**src/rtl/regfile_wb_arbiter.sv**
```systemverilog
// Writeback arbiter for the register file's single write port: round-robin
// between ALU (A) and load (B) writers, plus a pending-write scoreboard for RAW hazard checks.
module regfile_wb_arbiter #(
    parameter int DATA_WIDTH = 32,
    parameter int ADDR_WIDTH = 5
) (
    input  logic                  Clk,
    input  logic                  nReset,
    input  logic                  ValidA,
    input  logic [ADDR_WIDTH-1:0] AddrA,
    input  logic [DATA_WIDTH-1:0] DataA,
    output logic                  ReadyA,
    input  logic                  ValidB,
    input  logic [ADDR_WIDTH-1:0] AddrB,
    input  logic [DATA_WIDTH-1:0] DataB,
    output logic                  ReadyB,
    input  logic                  ReserveEn,
    input  logic [ADDR_WIDTH-1:0] ReserveAddr,
    input  logic [ADDR_WIDTH-1:0] CheckAddr1,
    input  logic [ADDR_WIDTH-1:0] CheckAddr2,
    output logic                  Busy1,
    output logic                  Busy2,
    output logic                  RegWrite,
    output logic [ADDR_WIDTH-1:0] WriteRegister,
    output logic [DATA_WIDTH-1:0] WriteData
);
    localparam int DEPTH = 1 << ADDR_WIDTH;

    logic                  prioB;
    logic                  xfer;
    logic [ADDR_WIDTH-1:0] winAddr;
    logic [DATA_WIDTH-1:0] winData;
    logic [DEPTH-1:0]      pending;

    assign ReadyA  = ValidA & (~ValidB | ~prioB);
    assign ReadyB  = ValidB & (~ValidA | prioB);
    assign xfer    = ReadyA | ReadyB;
    assign winAddr = ReadyB ? AddrB : AddrA;
    assign winData = ReadyB ? DataB : DataA;

    // On contention the pointer moves to whoever lost this edge.
    always_ff @(posedge Clk or negedge nReset) begin
        if (!nReset)
            prioB <= 1'b0;
        else if (ValidA && ValidB)
            prioB <= ReadyA;
    end

    always_ff @(posedge Clk or negedge nReset) begin
        if (!nReset) begin
            RegWrite      <= 1'b0;
            WriteRegister <= '0;
            WriteData     <= '0;
        end else begin
            RegWrite <= xfer && (winAddr != '0);
            if (xfer) begin
                WriteRegister <= winAddr;
                WriteData     <= winData;
            end
        end
    end

    // Reserve beats clear so a back-to-back producer keeps its register busy.
    always_ff @(posedge Clk or negedge nReset) begin
        if (!nReset) begin
            pending <= '0;
        end else begin
            pending[0] <= 1'b0;
            for (int i = 1; i < DEPTH; i++) begin
                if (ReserveEn && ReserveAddr == ADDR_WIDTH'(i))
                    pending[i] <= 1'b1;
                else if (RegWrite && WriteRegister == ADDR_WIDTH'(i))
                    pending[i] <= 1'b0;
            end
        end
    end

    assign Busy1 = pending[CheckAddr1];
    assign Busy2 = pending[CheckAddr2];
endmodule

```
**config.mk**
```make
export PLATFORM = sky130hd
export DESIGN_NAME = regfile_wb_arbiter
export DESIGN_NICKNAME = d
export VERILOG_FILES = /design/src/rtl/regfile_wb_arbiter.sv
export SDC_FILE = /design/constraint.sdc
export NUM_CORES = 1
export LEC_CHECK = 0
export ABC_CLOCK_PERIOD_IN_PS = 1550
export CAP_MARGIN = 5
export CORE_ASPECT_RATIO = 1.2
export CORE_MARGIN = 5
export CORE_UTILIZATION = 34
export CTS_BUF_LIST = sky130_fd_sc_hd__clkbuf_4
export DETAILED_ROUTE_END_ITERATION = 8
export HOLD_SLACK_MARGIN = 0.02
export PLACE_DENSITY = 0.69
export SLEW_MARGIN = 40
export SYNTH_ARGS = -nofsm -noshare
export SYNTH_HDL_FRONTEND = slang
export SYNTH_SLANG_ARGS = --single-unit
export TNS_END_PERCENT = 20
```
**constraint.sdc**
```tcl
create_clock -name Clk -period 1.55 [get_ports Clk]
set_input_delay 0.31 -clock Clk [delete_from_list [all_inputs] [get_ports Clk]]
set_output_delay 0.31 -clock Clk [all_outputs]
set_load 0.005 [all_outputs]
```
==> results.py, run 1 <==
metrics = {
    "run_status": {
        "status": "finished with violations",
        "failed_checks": "setup timing",
    },
    "timing": {
        "worst_pin_slew_ps": 483.9,
        "hold_viol_final": 0,
        "fin_crit_ps": 2165,
        "final-setup-viol-count": 4,
        "fmax_mhz": 462.0,
        "fin_crit_sh_pct": 139.6,
        "skew_ps": 17.03,
        "relSlewSlack_pct": 67.74,
        "whs_ps": 440.0,
        "drv_slew": 0,
        "rsz0062_at_grt": "yes",
        "fin_ws_ps": -614.5,
    },
    "die": {
        "coreArea_mm2": 0.01011,
        "die_y_um": 121.8,
        "rows": 40,
        "initial_core_util_pct": 35.02,
        "die_x_um": 103.2,
        "die_area_mm2": 0.01256,
        "io_pins": 136,
    },
    "clock_tree": {
        "cts_buffers": 9,
        "cts_buffer_depth": 2,
        "root_buffer": "clkbuf_4",
        "cts_tree": "built",
        "clk_pin_slew_worst_paths_ps": 120,
        "cts_max_level": 3,
        "clock_sinks": 70,
        "clock_latency_ps": 410,
    },
    "worst_setup_path": {
        "ff2ff_setup_slack_ps": 140,
        "cp_top_family": "multiplexers",
        "timing.rr.start": "prioB",
        "cp.required_ps": 1240,
        "cp-start-kind": "flop",
        "critPathKind": "flop to output pin",
        "slowest_delay_ps": 470,
        "cp.arrival_ps": 1850,
        "reg2reg_to": "WriteData[29]",
        "worst_path_max_delay_cell": "mux4_2",
        "cp-end-kind": "output pin",
        "path_cells": "mux4_2, mux2_4, nand3b_1, nand4_1, buf_2",
        "r2r_cells": 7,
        "crit_buf_inv": 1,
        "cp_max_fo": 2,
    },
    "cells_and_area": {
        "fin_util_pct": 54.39,
        "area_delta_synth_final_pct": 55.30,
        "n_antenna_cell": 0,
        "layout-drive-gt1-share_pct": 16.19,
        "nNetsFinal": 651,
    },
    "global_route": {
        "grt_pass1_wl_um": 19410,
        "gr-total-overflow": 0,
        "grt_use_total_pct": 20.18,
        "grt_max_degree": 71,
        "grt_antenna_before_repair": 0,
        "first_global_vias": 3895,
    },
    "synth": {
        "yosysWarnings": 0,
        "syn_area_mm2": 0.003541,
        "synth_xor_area_share_pct": 0.2473,
        "synthSimpleGateAreaFrac_pct": 18.20,
        "synth.most_common_cell": "nor2_1",
        "syn_avg_cell_area_um2": 9.392,
        "synth_nets": 471,
        "netlist_instances": 377,
        "synth_top_family_by_area": "simple AND/OR/NAND/NOR gates",
        "synth_cell_types": 31,
        "synth_compound_area_share_pct": 17.77,
        "synthAdderAreaFrac_pct": 0,
        "yosysTopAreaCell": "dfrtp_1",
        "ys_seq_elements": 70,
        "synth_async_sr_flop_share_pct": 100.0,
        "yosys-top-cells-count": "78 x nor2_1, 70 x dfrtp_1, 62 x o21ai_0",
        "synth_flop_cell": "dfrtp_1",
        "synth_mux_area_share_pct": 11.63,
        "ys_seq_area_share_pct": 49.47,
        "synth.top_cell.area_share_pct": 49.47,
        "synth_area_leaders": "dfrtp_1 49%, o21ai_0 8.8%, nor2_1 8.3%",
        "synth_edf_count": 0,
    },
    "min_path": {
        "hold_path.class": "input port to asynchronous set/reset pin",
    },
    "power_and_ir_drop": {
        "power_density_mw_per_mm2": 1210,
        "power.internal_w": 0.004268,
        "power_frac_seq_pct": 44.5,
        "leakage_nw": 2.309,
        "comb_power_share_pct": 40.9,
        "p_switching_w": 0.002388,
        "netSwitchingFraction_pct": 35.88,
        "p_total_w": 0.006656,
        "clock_power_share_pct": 14.7,
        "irDropWorstVdd_mv": 0.5099,
    },
    "detailed_routing": {
        "vias": 3632,
        "drt-vias-per-instance": 5.279,
        "routed_wl_um": 12380,
        "firstDrtPassIters": 4,
        "drt_iter0_drc": 188,
        "drc": 0,
        "postRouteAntennaNets": 0,
        "wl_per_cell_um": 18.00,
    },
    "placed_design": {
        "dp_hpwl_um": 9215,
        "numPortBuffers": 135,
        "gp_congestion": 0.9137,
    },
    "flow_run": {
        "maxCapViolCount": 0,
    },
}
[cell usage in the layout, fill, tap and decap left out, types with 4 or more instances in the layout]
cell	instances
clkdlybuf4s50_1	90
nor2_1	78
dfrtp_1	66
o21ai_0	62
dlygate4sd2_1	40
buf_4	40
o22ai_1	32
mux2i_1	22
nand3_1	14
nand2_1	12
a21oi_1	10
clkbuf_4	10
nand2b_1	9
nor2b_1	7
buf_6	7
mux4_2	5
clkinv_2	5
dfrtp_2	4
a22oi_1	4
nand4_1	4
buf_2	4
[how the worst max path moves through the flow]
stage / start / to / slack [ps] / depth (start not counted)
finish: pending[19] / Busy1 / -610 / 5
global route: pending[18] / Busy1 / -710 / 5
CTS: pending[18] / Busy2 / -670 / 5
detailed placement: CheckAddr1[0] / Busy1 / -1100 / 6
global placement: CheckAddr1[0] / Busy1 / -1100 / 6
floorplan: CheckAddr1[0] / Busy1 / -60 / 5
[power groups by stage]
stage	logic (W)	registers, W	clock network (W)
finish	0.00272	0.00296	0.000978
global route	0.00300	0.00304	0.00109
detailed placement	0.00261	0.00299	0
CTS	0.00270	0.00293	0.00102
global placement	0.00256	0.00299	0
floorplan	0.00120	0.00283	0
[sequential cells by signal, summed over array words and instances (netlist names)]
signal,count
pending,31
prioB,1
WriteData,32
RegWrite,1
WriteRegister,5
[final cells by class]
class / instances / area (um2)
flip-flops and latches: 70 / 1757
clock buffers: 10 / 75.07
multi-input cells: 286 / 1720
inverters: 4 / 15.01
well taps: 126 / 157.7
repair buffers: 186 / 1745
clock inverters: 6 / 28.78
fillers: 942 / 4611
[tightest hold or removal path: cells and delay by family]
| kind | cells | cell delay, ps |
|---|---|---|
| buffers and inverters | 3 | 960 |
[per-layer routing]
layer,GRT usage [%],up-vias,wire length (um)
li1,-,1728,-
met3,8.419,25,1408
met5,0,-,0
met2,31.98,179,5756
met1,24.23,1700,4884
met4,7.773,0,334
[what timing repair did]
item | in CTS | in global routing
resized for setup | 67 | 8
endpoints found under the setup margin | 42 | 45
pin swaps | 2 | 3
hold endpoints to repair | 70 | 0
gates cloned | 0 | 1
buffers inserted | 11 | 0
hold buffers | 1 | 0
[through the flow]
stage                     worst slack [ps]  area, um2  instances  TNS [ps]
after floorplan                     -63.54       3543        377    -93.18
after global placement               -1096       5299        661     -8648
after detailed placement             -1096       5299        661     -9906
after CTS                           -669.0       5461        689     -1562
after global routing                -712.4       5499        688     -1674
final                               -614.5       5499        688     -1302
[kinds of logic (layout without fill, tap and decap cells)]
kind of cell           count (synthesis)  after routing
flip-flops                            70             70
AO/OA/AOI/OAI                        113            113
multiplexers                          32             32
AND/OR/NAND/NOR                      140            140
buffers and inverters                 21            206
XOR/XNOR                               1              1
Power figures use the tool's default switching activity.
==> run 2, diff against run 1 <==
- DONT_BUFFER_PORTS: default -> 1
- PLACE_DENSITY: 0.69 -> 0.52
==> run 2 against run 1 <==
Net effect:
- the flow finishes with violations (hold timing, setup timing)
- worst setup slack improved by 100 ps
- count of clock-buffer cells in the layout is 1 lower
- final cell count decreased by 21%
- sequential power about the same
- clock skew down 5.1 ps
- clock power rose by 31%
==> results.py, run 2 (synthesis gave the netlist of run 1 again) <==
metrics = {
    "timing": {
        "hold_viol_final": 70,
        "rsz0062_at_grt": "yes",
        "whs_ps": -425.4,
        "skew_ps": 11.90,
        "fin_crit_ps": 2061,
        "fmax_mhz": 485.2,
        "drv_slew": 0,
        "relSlewSlack_pct": 60.87,
        "fin_crit_sh_pct": 133.0,
        "worst_pin_slew_ps": 587.0,
        "fin_ws_ps": -511.0,
        "final-setup-viol-count": 3,
    },
    "clock_tree": {
        "root_buffer": "clkbuf_4",
        "clock_latency_ps": 410,
        "cts_max_level": 3,
        "cts_tree": "built",
        "postCtsSetupRepairBufs": 0,
        "clock_sinks": 70,
        "cts_buffer_depth": 2,
        "clk_pin_slew_worst_paths_ps": 120,
        "cts_buffers": 9,
    },
    "cells_and_area": {
        "nNetsFinal": 505,
        "largest_reg_flops": 32,
        "final_common_cell": "nor2_1",
        "fin_area_mm2": 0.004214,
        "largest-register": "WriteData",
        "nFillCells": 993,
        "layout-drive-gt1-share_pct": 9.615,
        "layout_common_cells": "78 x nor2_1, 70 x dfrtp_1, 62 x o21ai_0, 33 x o22ai_1, 33 x dlygate4sd3_1",
        "area_delta_synth_final_pct": 19.01,
        "finalNonFillerCells": 542,
        "n_antenna_cell": 0,
        "reg.largest.list": "WriteData (32), pending (31), WriteRegister (5)",
        "fin_util_pct": 41.68,
    },
    "die": {
        "die_y_um": 121.8,
        "io_pins": 136,
        "die_x_um": 103.2,
        "initial_core_util_pct": 35.02,
        "coreArea_mm2": 0.01011,
        "rows": 40,
        "die_area_mm2": 0.01256,
    },
    "global_route": {
        "use_met2_pct": 30.38,
        "use_met3_pct": 5.326,
        "grt.met1_usage_pct": 20.50,
        "grt_use_total_pct": 17.79,
        "grt_max_degree": 71,
        "first_global_vias": 3221,
        "grt_most_used_layer": "met2",
        "grt_pass1_wl_um": 16830,
        "grt_antenna_before_repair": 0,
        "gr-total-overflow": 0,
    },
    "detailed_routing": {
        "drt-vias-per-instance": 5.782,
        "drc": 0,
        "routed_wl_um": 10810,
        "vias": 3134,
        "postRouteAntennaNets": 0,
        "drt_iter0_drc": 109,
        "wl_per_cell_um": 19.94,
        "firstDrtPassIters": 6,
    },
    "worst_setup_path": {
        "critPathKind": "flop to output pin",
        "cp.arrival_ps": 1750,
        "cp.required_ps": 1240,
        "cp-end-kind": "output pin",
        "slowest_delay_ps": 480,
        "cp_max_fo": 3,
        "path_cells": "mux4_2, mux2_4, nand3b_1, nand4_1",
        "cp-start-kind": "flop",
        "worst_path_max_delay_cell": "mux4_2",
    },
    "power_and_ir_drop": {
        "leakage_nw": 1.676,
        "power_density_mw_per_mm2": 1421,
        "netSwitchingFraction_pct": 34.18,
        "irDropWorstVdd_mv": 0.4718,
        "comb_power_share_pct": 29.2,
        "clock_power_share_pct": 21.4,
        "power_frac_seq_pct": 49.3,
        "p_switching_w": 0.002047,
        "power.internal_w": 0.003942,
    },
    "placed_design": {
        "place_inst": 493,
        "place_area_mm2": 0.003680,
        "dp_hpwl_um": 7853,
        "numPortBuffers": 0,
        "gp_congestion": 0.7968,
    },
    "flow_run": {
        "maxCapViolCount": 0,
    },
    "run_status": {
        "status": "finished with violations",
        "failed_checks": "hold timing, setup timing",
    },
    "min_path": {
        "hold_path.class": "input port to asynchronous set/reset pin",
    },
}
==> run 2: changes by cell type in the layout (fill, tap and decap cells not counted), moves of 7 or more <==
cell,previous run,this run
buf_4,40,5
buf_6,7,0
clkdlybuf4s50_1,90,0
dlygate4sd2_1,40,0
dlygate4sd3_1,1,33
==> run 2: area by class of cell <==
class / count / area (um2) / area share, %
Tap cell: 126 / 157.7 / 3.741
Timing Repair Buffer: 40 / 407.9 / 9.679
Multi-Input combinational cell: 286 / 1723 / 40.88
Inverter: 4 / 17.52 / 0.4157
Sequential cell: 70 / 1752 / 41.57
Clock buffer: 9 / 67.56 / 1.603
Clock inverter: 7 / 88.84 / 2.108
==> run 2: path summary, 6_finish.rpt <==
kind / start / to / slack [ps] / depth (start not counted)
worst max-delay path: pending[19] / Busy1 / -510 / 4
worst min-delay path: nReset / WriteData[24] / -430 / 0
worst max register to register: WriteRegister[1] / pending[24] / 210 / 3
worst min register to register: prioB / prioB / 540 / 1
max in group asynchronous: nReset / pending[5] / 1860 / 0
min in group Clk: DataB[4] / WriteData[4] / 60 / 2
==> run 2: power groups by stage <==
stage / clock, W / sequential, W / combinational (W)
after floorplan: 0 / 0.00283 / 0.00120
after global placement: 0 / 0.00296 / 0.00158
after detailed placement: 0 / 0.00298 / 0.00162
after CTS: 0.00134 / 0.00295 / 0.00173
after global routing: 0.00143 / 0.00303 / 0.00197
final: 0.00128 / 0.00295 / 0.00175
==> run 2: metrics by stage <==
step           TNS, ps  power [W]  setup WS [ps]
2_1_floorplan   -93.18   0.004039         -63.54
3_3_place_gp    -49.71   0.004541         -49.71
3_5_place_dp    -74.16   0.004600         -74.16
4_1_cts          -1128   0.006019         -548.1
5_1_grt          -1315   0.006436         -591.1
6_report        -935.8   0.005989         -511.0
==> run 2: repair_timing <==
action                                  in CTS  in global routing
gates resized for setup                     10                  2
hold buffers                                30                  3
hold endpoints to repair                   100                 73
endpoints found under the setup margin       4                  4
pin swaps                                    2                  2
==> run 2: per-layer routing <==
layer  part of all wire (%)  vias to the layer above
met5                      0                        -
li1                       -                     1430
met3                    9.5                       20
met1                     38                     1520
met4                    1.8                        0
met2                     51                      164
==> run 2: critical path: cells and delay by family (launching register included) <==
| family | cells | cell delay [ps] |
|---|---|---|
| and+or+nand+nor | 2 | 190 |
| muxes | 2 | 760 |
| DFF | 1 | 410 |
